**config.mk**
```make
export PLATFORM = sky130hd
export DESIGN_NAME = ifetch_unit_flat
export DESIGN_NICKNAME = d
export VERILOG_FILES = /design/src/rtl/ifetch_unit_pkg.sv /design/src/rtl/ifetch_unit_if.sv /design/src/rtl/ifetch_unit_chk.sv /design/src/rtl/ifetch_unit_fetch_fifo.sv /design/src/rtl/ifetch_unit.sv /design/src/flat_wrapper.sv
export SDC_FILE = /design/constraint.sdc
export NUM_CORES = 1
export LEC_CHECK = 0
export CORE_UTILIZATION = 30
export CTS_CLUSTER_DIAMETER = 60
export DETAILED_ROUTE_END_ITERATION = 6
export PLACE_DENSITY = 0.63
export SKIP_LAST_GASP = 1
export SYNTH_ARGS = -nofsm -noshare
export SYNTH_HDL_FRONTEND = slang
export SYNTH_SLANG_ARGS = --single-unit
```
**constraint.sdc**
```tcl
create_clock -name clk -period 3.7 [get_ports clk]
set_input_delay 0.74 -clock clk [delete_from_list [all_inputs] [get_ports clk]]
set_output_delay 0.74 -clock clk [all_outputs]
set_load 0.1 [all_outputs]
```
**src/rtl/ifetch_unit_pkg.sv**
```systemverilog
// Shared types and helpers for the instruction-fetch front end.
package ifetch_unit_pkg;

  // One buffered fetch result: the PC it was fetched from and the instruction word.
  typedef struct packed {
    logic [31:0] pc;
    logic [31:0] instn;
  } fetch_entry_t;

  // Canonical bubble instruction (addi x0, x0, 0).
  localparam logic [31:0] NOP_INSTN = 32'h0000_0013;

  // RUN: every response is kept. DRAIN: stale responses from before a redirect are being dropped.
  typedef enum logic [0:0] {
    RUN   = 1'b0,
    DRAIN = 1'b1
  } fetch_state_t;

  // Sequential next PC; wraps modulo 2^32.
  function automatic logic [31:0] pc_plus4(input logic [31:0] pc);
    return pc + 32'd4;
  endfunction

endpackage

```
**src/rtl/ifetch_unit_if.sv**
```systemverilog
// Instruction-memory request/response channel between the fetch unit and memory.
interface ifetch_unit_if;
  logic        imem_req_valid;
  logic        imem_req_ready;
  logic [31:0] imem_req_addr;
  logic        imem_resp_valid;
  logic [31:0] imem_resp_data;

  modport master (
    output imem_req_valid,
    output imem_req_addr,
    input  imem_req_ready,
    input  imem_resp_valid,
    input  imem_resp_data
  );

  modport slave (
    input  imem_req_valid,
    input  imem_req_addr,
    output imem_req_ready,
    output imem_resp_valid,
    output imem_resp_data
  );
endinterface

```
**src/rtl/ifetch_unit_chk.sv**
```systemverilog
// Protocol and invariant checks for the fetch unit (simulation only).
module ifetch_unit_chk #(
  parameter int DEPTH = 2
) (
  input logic                   clk,
  input logic                   reset,
  input logic                   resp_valid,
  input logic [$clog2(DEPTH):0] inflight,
  input logic [$clog2(DEPTH):0] count
);

  localparam int CW  = $clog2(DEPTH) + 1;
  localparam int CWP = CW + 1;

  // A response with nothing outstanding is a memory protocol error.
  a_no_spurious_resp: assert property (@(posedge clk) disable iff (!reset)
    resp_valid |-> (inflight != {CW{1'b0}}));

  // Credit accounting must never allow more than DEPTH entries held plus outstanding.
  a_credit_bound: assert property (@(posedge clk) disable iff (!reset)
    (({1'b0, count} + {1'b0, inflight}) <= CWP'(DEPTH)));

endmodule

```
**src/rtl/ifetch_unit_fetch_fifo.sv**
```systemverilog
// Small synchronous FIFO of fetch entries; clear has priority over push/pop.
module fetch_fifo
  import ifetch_unit_pkg::*;
#(
  parameter int DEPTH = 2
) (
  input  logic                     clk,
  input  logic                     reset,
  input  logic                     push,
  input  logic                     pop,
  input  logic                     clear,
  input  fetch_entry_t             din,
  output fetch_entry_t             head,
  output logic [$clog2(DEPTH):0]   count,
  output logic                     valid
);

  localparam int AW = $clog2(DEPTH);
  localparam int CW = AW + 1;

  fetch_entry_t    mem_r [DEPTH];
  logic [AW-1:0]   wr_ptr_r;
  logic [AW-1:0]   rd_ptr_r;
  logic [CW-1:0]   count_r;
  logic            do_push_s;
  logic            do_pop_s;

  // Never write a full queue or read an empty one, even if the caller misbehaves.
  assign do_push_s = push & (count_r < CW'(DEPTH));
  assign do_pop_s  = pop & (count_r != {CW{1'b0}});

  // Entry storage; written only on an accepted push outside a clear.
  always_ff @(posedge clk or negedge reset) begin
    if (!reset) begin
      for (int i = 0; i < DEPTH; i++) begin
        mem_r[i] <= {$bits(fetch_entry_t){1'b0}};
      end
    end else if (do_push_s && !clear) begin
      mem_r[wr_ptr_r] <= din;
    end
  end

  // Read/write pointers and occupancy.
  always_ff @(posedge clk or negedge reset) begin
    if (!reset) begin
      wr_ptr_r <= {AW{1'b0}};
      rd_ptr_r <= {AW{1'b0}};
      count_r  <= {CW{1'b0}};
    end else if (clear) begin
      wr_ptr_r <= {AW{1'b0}};
      rd_ptr_r <= {AW{1'b0}};
      count_r  <= {CW{1'b0}};
    end else begin
      if (do_push_s) begin
        wr_ptr_r <= wr_ptr_r + AW'(1);
      end
      if (do_pop_s) begin
        rd_ptr_r <= rd_ptr_r + AW'(1);
      end
      case ({do_push_s, do_pop_s})
        2'b10:   count_r <= count_r + CW'(1);
        2'b01:   count_r <= count_r - CW'(1);
        default: count_r <= count_r;
      endcase
    end
  end

  assign head  = mem_r[rd_ptr_r];
  assign count = count_r;
  assign valid = (count_r != {CW{1'b0}});

endmodule

```
**src/rtl/ifetch_unit.sv**
```systemverilog
// Instruction-fetch front end: PC generation, credit-limited request issue,
// in-order response buffering and redirect handling with stale-response drop.
module ifetch_unit
  import ifetch_unit_pkg::*;
#(
  parameter int          DEPTH    = 2,
  parameter logic [31:0] RESET_PC = 32'h0000_0000
) (
  input  logic                clk,
  input  logic                reset,
  ifetch_unit_if.master       imem,
  input  logic                redirect,
  input  logic [31:0]         redirect_pc,
  input  logic                stallD,
  output logic                validF,
  output logic [31:0]         instnF,
  output logic [31:0]         pcF,
  output logic [31:0]         pcplus4F
);

  localparam int CW  = $clog2(DEPTH) + 1;
  localparam int CWP = CW + 1;

  logic [31:0]  fetch_pc_r;
  logic [31:0]  resp_pc_r;
  logic [CW-1:0] inflight_r;
  logic [CW-1:0] drop_cnt_r;
  fetch_state_t state_r;

  logic [31:0]  fetch_pc_nxt_s;
  logic [31:0]  resp_pc_nxt_s;
  logic [CW-1:0] inflight_nxt_s;
  logic [CW-1:0] drop_cnt_nxt_s;
  fetch_state_t state_nxt_s;

  logic          resp_ok_s;
  logic          credit_ok_s;
  logic          req_valid_s;
  logic          fire_s;
  logic          push_s;
  logic          pop_s;
  logic          clear_s;
  logic [CW-1:0] count_s;
  logic          fifo_valid_s;
  fetch_entry_t  head_s;
  fetch_entry_t  din_s;

  // Responses with nothing outstanding are ignored entirely.
  assign resp_ok_s   = imem.imem_resp_valid & (inflight_r != {CW{1'b0}});
  assign credit_ok_s = ({1'b0, count_s} + {1'b0, inflight_r}) < CWP'(DEPTH);
  assign req_valid_s = reset & ~redirect & credit_ok_s;
  assign fire_s      = req_valid_s & imem.imem_req_ready;

  assign imem.imem_req_valid = req_valid_s;
  assign imem.imem_req_addr  = fetch_pc_r;

  assign din_s = '{pc: resp_pc_r, instn: imem.imem_resp_data};

  // Next-state logic: redirect overrides everything; otherwise keep or drop responses by state.
  always_comb begin
    fetch_pc_nxt_s = fetch_pc_r;
    resp_pc_nxt_s  = resp_pc_r;
    inflight_nxt_s = inflight_r + CW'(fire_s) - CW'(resp_ok_s);
    drop_cnt_nxt_s = drop_cnt_r;
    state_nxt_s    = state_r;
    push_s         = 1'b0;
    pop_s          = 1'b0;
    clear_s        = 1'b0;
    if (redirect) begin
      clear_s        = 1'b1;
      fetch_pc_nxt_s = redirect_pc;
      resp_pc_nxt_s  = redirect_pc;
      // Everything still outstanding after this cycle's response belongs to the old path.
      drop_cnt_nxt_s = inflight_r - CW'(resp_ok_s);
      if (drop_cnt_nxt_s != {CW{1'b0}}) begin
        state_nxt_s = DRAIN;
      end else begin
        state_nxt_s = RUN;
      end
    end else begin
      pop_s = fifo_valid_s & ~stallD;
      if (fire_s) begin
        fetch_pc_nxt_s = pc_plus4(fetch_pc_r);
      end else begin
        fetch_pc_nxt_s = fetch_pc_r;
      end
      case (state_r)
        RUN: begin
          if (resp_ok_s) begin
            push_s        = 1'b1;
            resp_pc_nxt_s = pc_plus4(resp_pc_r);
          end else begin
            push_s        = 1'b0;
            resp_pc_nxt_s = resp_pc_r;
          end
          state_nxt_s = RUN;
        end
        DRAIN: begin
          if (resp_ok_s && (drop_cnt_r != {CW{1'b0}})) begin
            drop_cnt_nxt_s = drop_cnt_r - CW'(1);
          end else begin
            drop_cnt_nxt_s = drop_cnt_r;
          end
          if (drop_cnt_nxt_s == {CW{1'b0}}) begin
            state_nxt_s = RUN;
          end else begin
            state_nxt_s = DRAIN;
          end
        end
        default: begin
          state_nxt_s    = RUN;
          drop_cnt_nxt_s = {CW{1'b0}};
        end
      endcase
    end
  end

  // PC, credit and drop-count registers plus FSM state.
  always_ff @(posedge clk or negedge reset) begin
    if (!reset) begin
      fetch_pc_r <= RESET_PC;
      resp_pc_r  <= RESET_PC;
      inflight_r <= {CW{1'b0}};
      drop_cnt_r <= {CW{1'b0}};
      state_r    <= RUN;
    end else begin
      fetch_pc_r <= fetch_pc_nxt_s;
      resp_pc_r  <= resp_pc_nxt_s;
      inflight_r <= inflight_nxt_s;
      drop_cnt_r <= drop_cnt_nxt_s;
      state_r    <= state_nxt_s;
    end
  end

  fetch_fifo #(.DEPTH(DEPTH)) u_fifo (
    .clk   (clk),
    .reset (reset),
    .push  (push_s),
    .pop   (pop_s),
    .clear (clear_s),
    .din   (din_s),
    .head  (head_s),
    .count (count_s),
    .valid (fifo_valid_s)
  );

  ifetch_unit_chk #(.DEPTH(DEPTH)) u_chk (
    .clk        (clk),
    .reset      (reset),
    .resp_valid (imem.imem_resp_valid),
    .inflight   (inflight_r),
    .count      (count_s)
  );

  // Outputs come straight from the queue head registers and are zeroed when empty.
  assign validF   = fifo_valid_s;
  assign instnF   = fifo_valid_s ? head_s.instn : 32'h0000_0000;
  assign pcF      = fifo_valid_s ? head_s.pc : 32'h0000_0000;
  assign pcplus4F = fifo_valid_s ? pc_plus4(head_s.pc) : 32'h0000_0000;

endmodule

```
**src/flat_wrapper.sv**
```systemverilog
// flat-port wrapper written by rule: the top's interface ports become plain ports
module ifetch_unit_flat import ifetch_unit_pkg::*;
#(
  parameter int          DEPTH    = 2,
  parameter logic [31:0] RESET_PC = 32'h0000_0000
)
  (clk, reset, redirect, redirect_pc, stallD, validF, instnF, pcF, pcplus4F, imem_imem_req_valid, imem_imem_req_addr, imem_imem_req_ready, imem_imem_resp_valid, imem_imem_resp_data);
  ifetch_unit_if imem_i ();
  input  logic clk;
  input  logic reset;
  input  logic redirect;
  input  logic [31:0] redirect_pc;
  input  logic stallD;
  output logic validF;
  output logic [31:0] instnF;
  output logic [31:0] pcF;
  output logic [31:0] pcplus4F;
  output wire logic [$bits(imem_i.imem_req_valid)-1:0] imem_imem_req_valid;
  output wire logic [$bits(imem_i.imem_req_addr)-1:0] imem_imem_req_addr;
  input wire logic [$bits(imem_i.imem_req_ready)-1:0] imem_imem_req_ready;
  input wire logic [$bits(imem_i.imem_resp_valid)-1:0] imem_imem_resp_valid;
  input wire logic [$bits(imem_i.imem_resp_data)-1:0] imem_imem_resp_data;
  assign imem_imem_req_valid = imem_i.imem_req_valid;
  assign imem_imem_req_addr = imem_i.imem_req_addr;
  assign imem_i.imem_req_ready = imem_imem_req_ready;
  assign imem_i.imem_resp_valid = imem_imem_resp_valid;
  assign imem_i.imem_resp_data = imem_imem_resp_data;
  ifetch_unit #(.DEPTH(DEPTH), .RESET_PC(RESET_PC)) u_core (.clk(clk), .reset(reset), .imem(imem_i), .redirect(redirect), .redirect_pc(redirect_pc), .stallD(stallD), .validF(validF), .instnF(instnF), .pcF(pcF), .pcplus4F(pcplus4F));
endmodule
```
==> impl_metrics.csv <==
group,metric,value,unit
run_status,status,"completed",
logic_synthesis,synth_ff_type,"dfrtp_1",
timing,drv_slew,0,
layout,nets,1273,
timing,worst_slack,0.0288,ns
job,maxCapViolations,0,
pwr,power_density,755,nW/µm²
pwr,swShare,0.437,
timing,hold_viol,0,
grt,grt_overflow,0,
logic_synthesis,async_flop_share,1.00,
logic_synthesis,synth_area,10800,µm²
setup_path,required,2.96,ns
layout,drive_gt1_frac,0.342,
logic_synthesis,synth.net_count,1058,
cts,cts_sinks,201,
logic_synthesis,synthTopCellsByArea,"dfrtp_1 47%, mux2_2 18%, mux2i_1 6.1%",
layout,diodes,0,
drt,num_vias,8469,
logic_synthesis,ys_types,54,
placed_design,place_congestion,0.827,
cts,h-tree-depth,1,
layout,syn_to_final_growth,38.9,%
pwr,p_leak,6.19,nW
pwr,combPwrFrac,0.455,
setup_path,critical_path_class,"reg -> out",
cts,cts_buffers,26,
layout,fill_cells,3372,
pwr,ir_worst_vdd,0.504,mV
drt,drc_errors,0,
logic_synthesis,synth_warnings,0,
floorplanning,initial_core_util,0.304,
floorplanning,core_area,35500,µm²
floorplanning,die_w,191,µm
drt,wire_per_inst,18.3,µm
setup_path,critical_path_arrival,2.93,ns
timing,worstMarginPinSlew,0.990,ns
timing,fmax,272,MHz
logic_synthesis,syn_avg_cell_area,11.0,µm²
pwr,internal_power,6.37,mW
layout,final_cell_mix,"200 x dfrtp_1, 165 x mux2_2, 100 x clkdlybuf4s50_1",
timing,setup_viol,0,
cts,cts_tree,"built",
setup_path,endpoint_kind,"output pin",
cts,hold_buffers,0,
placed_design,dp_hpwl,21700,µm
timing,fin_crit_sh,0.992,
logic_synthesis,synth_area_leader_cell,"dfrtp_1",
pwr,seqPwrFrac,0.307,
logic_synthesis,synth_seq_area_share,0.467,
floorplanning,dieArea,36700,µm²
logic_synthesis,netlist_instances,980,
cts,clk-insertion-delay-late,0.52,ns
logic_synthesis,synth_edf_count,0,
cts,cts_root_buf,"clkbuf_16",
worst_hold_path,hp-class,"in -> async",
timing,finalCriticalPeriod,3.67,ns
grt,grt_max_degree,164,
grt,antenna_found_initial,0,
logic_synthesis,synth_top_area_share,0.467,
setup_path,r2r_slack,0.69,ns
timing,slew_headroom,0.338,
drt,ant_nets,0,
drt,drtIter0Drc,409,
grt,grt_pass1_wl,47500,µm
setup_path,critPathLaunchType,"register",
logic_synthesis,synth-seq-cells,201,
setup_path,path_max_fanout,7,
cts,clk_pin_slew,0.06,ns
drt,dr.pass1.iters,4,
pwr,p_switching,4.94,mW
timing,rsz0062_at_grt,"yes",
pwr,power,11.3,mW
drt,viasPerCell,5.06,
placed_design,io_buffers,199,
grt,first_global_vias,8250,
grt,gr-usage-all-layers,0.164,
layout,final_common_cell,"dfrtp_1",
floorplanning,row_count,69,
placed_design,place_ws,0.277,ns
drt,wl,30600,µm
floorplanning,io_pins,200,
timing,worst_clock_skew,0.0103,ns
floorplanning,die_h,191,µm
cts,clockBufferDepth,3,
pwr,clockPowerShare,0.238,
## per-stage QoR
| step | util | cell area [µm²] | std cells | setup TNS [ns] | hold WS (ns) |
|---|---|---|---|---|---|
| 6_report | 0.422 | 15000 | 1675 | 0 | 0.359 |
| 5_1_grt | 0.422 | 15000 | 1675 | -0.230 | 0.389 |
| 4_1_cts | 0.417 | 14800 | 1669 | -0.194 | 0.372 |
| 3_5_place_dp | 0.387 | 13700 | 1613 | 0 | 0.479 |
| 3_3_place_gp | 0.387 | 13700 | 1613 | 0 | 0.467 |
| 2_1_floorplan | - | 11000 | 980 | -0.270 | 0.444 |
## area by class of cell
class                      count  area [µm²]  area share
clock buffer                  34         752      0.0502
clock inverter                13         186      0.0125
inverter                      25        93.8     0.00627
multi-input combinational    703        5810       0.388
sequential                   201        5030       0.336
tap                          461         577      0.0385
timing repair buffer         238        2520       0.168
## power groups by stage
stage,clock (mW),combinational [mW],sequential (mW)
2_1_floorplan,0,3.56,3.54
3_3_place_gp,0,4.96,3.47
3_5_place_dp,0,5.03,3.49
4_1_cts,2.76,5.08,3.45
5_1_grt,2.86,5.44,3.56
6_report,2.69,5.15,3.47
## kinds of logic (layout without fill, tap and decap cells)
family                     after synthesis  after routing  synth area share
and+or+nand+nor                        312            312             0.145
muxes                                  240            240             0.243
DFF                                    201            201             0.467
buffers and inverters                   76            310            0.0310
AOI/OAI and AO/OA                       72             72            0.0460
xor gates and xnor gates                71             71            0.0577
adders and majority gates                8              8           0.00999
## final timing paths
| check | startpoint | end | cells after the start |
|---|---|---|---|
| setup / recovery | u_core.u_fifo.rd_ptr_r | pcplus4F[30] | 7 |
| hold / removal | reset | u_core.u_fifo.mem_r[124] | 2 |
| setup reg to reg | u_core.u_fifo.count[0] | u_core.imem.imem_req_addr[29] | 9 |
| hold reg to reg | u_core.u_fifo.mem_r[96] | u_core.u_fifo.mem_r[96] | 1 |
| max in group asynchronous | reset | u_core.u_fifo.rd_ptr_r | 3 |
| min in group clk | u_core.u_fifo.mem_r[96] | u_core.u_fifo.mem_r[96] | 1 |
## sequential cells by signal (all words and copies together), names as in the netlist
register and cells:
u_core.u_fifo.rd_ptr_r 1, u_core.u_fifo.wr_ptr_r 1, u_core.inflight_r 2, u_core.imem.imem_req_addr 32
u_core.u_fifo.mem_r 128, u_core.u_fifo.count 2, u_core.drop_cnt_r 2, u_core.state_r 1
u_core.resp_pc_r 32
## routing by layer
layer / track usage / share of wire / up-vias
li1: - / - / 3940
met1: 0.245 / 0.48 / 4205
met2: 0.246 / 0.44 / 287
met3: 0.0259 / 0.062 / 37
met4: 0.0397 / 0.021 / 0
met5: 0 / 0 / -
## cell usage after synthesis (24+ instances only)
master / number
dfrtp_1: 201
mux2_2: 169
nor2_1: 99
mux2i_1: 66
nand2_1: 54
nand4_1: 42
xnor2_1: 42
nand3_1: 31
nor3_1: 29
xor2_1: 29
clkbuf_1: 25
inv_1: 24
## critical path, stage by stage (launching register included)
cell,delay [ns]
dfrtp_4,0.54
nand4b_1,0.33
a2111oi_4,0.53
nand3_4,0.21
buf_4,0.20
o21ai_0,0.28
o31ai_4,0.14
buf_12,0.19
## repair_timing
item	CTS	global route
endpoints found under the setup margin	16	16
gates resized for setup	13	24
buffers inserted	9	6
gates cloned	0	0
hold endpoints to repair	0	0
pin swaps	5	16
Power figures use the tool's default switching activity.
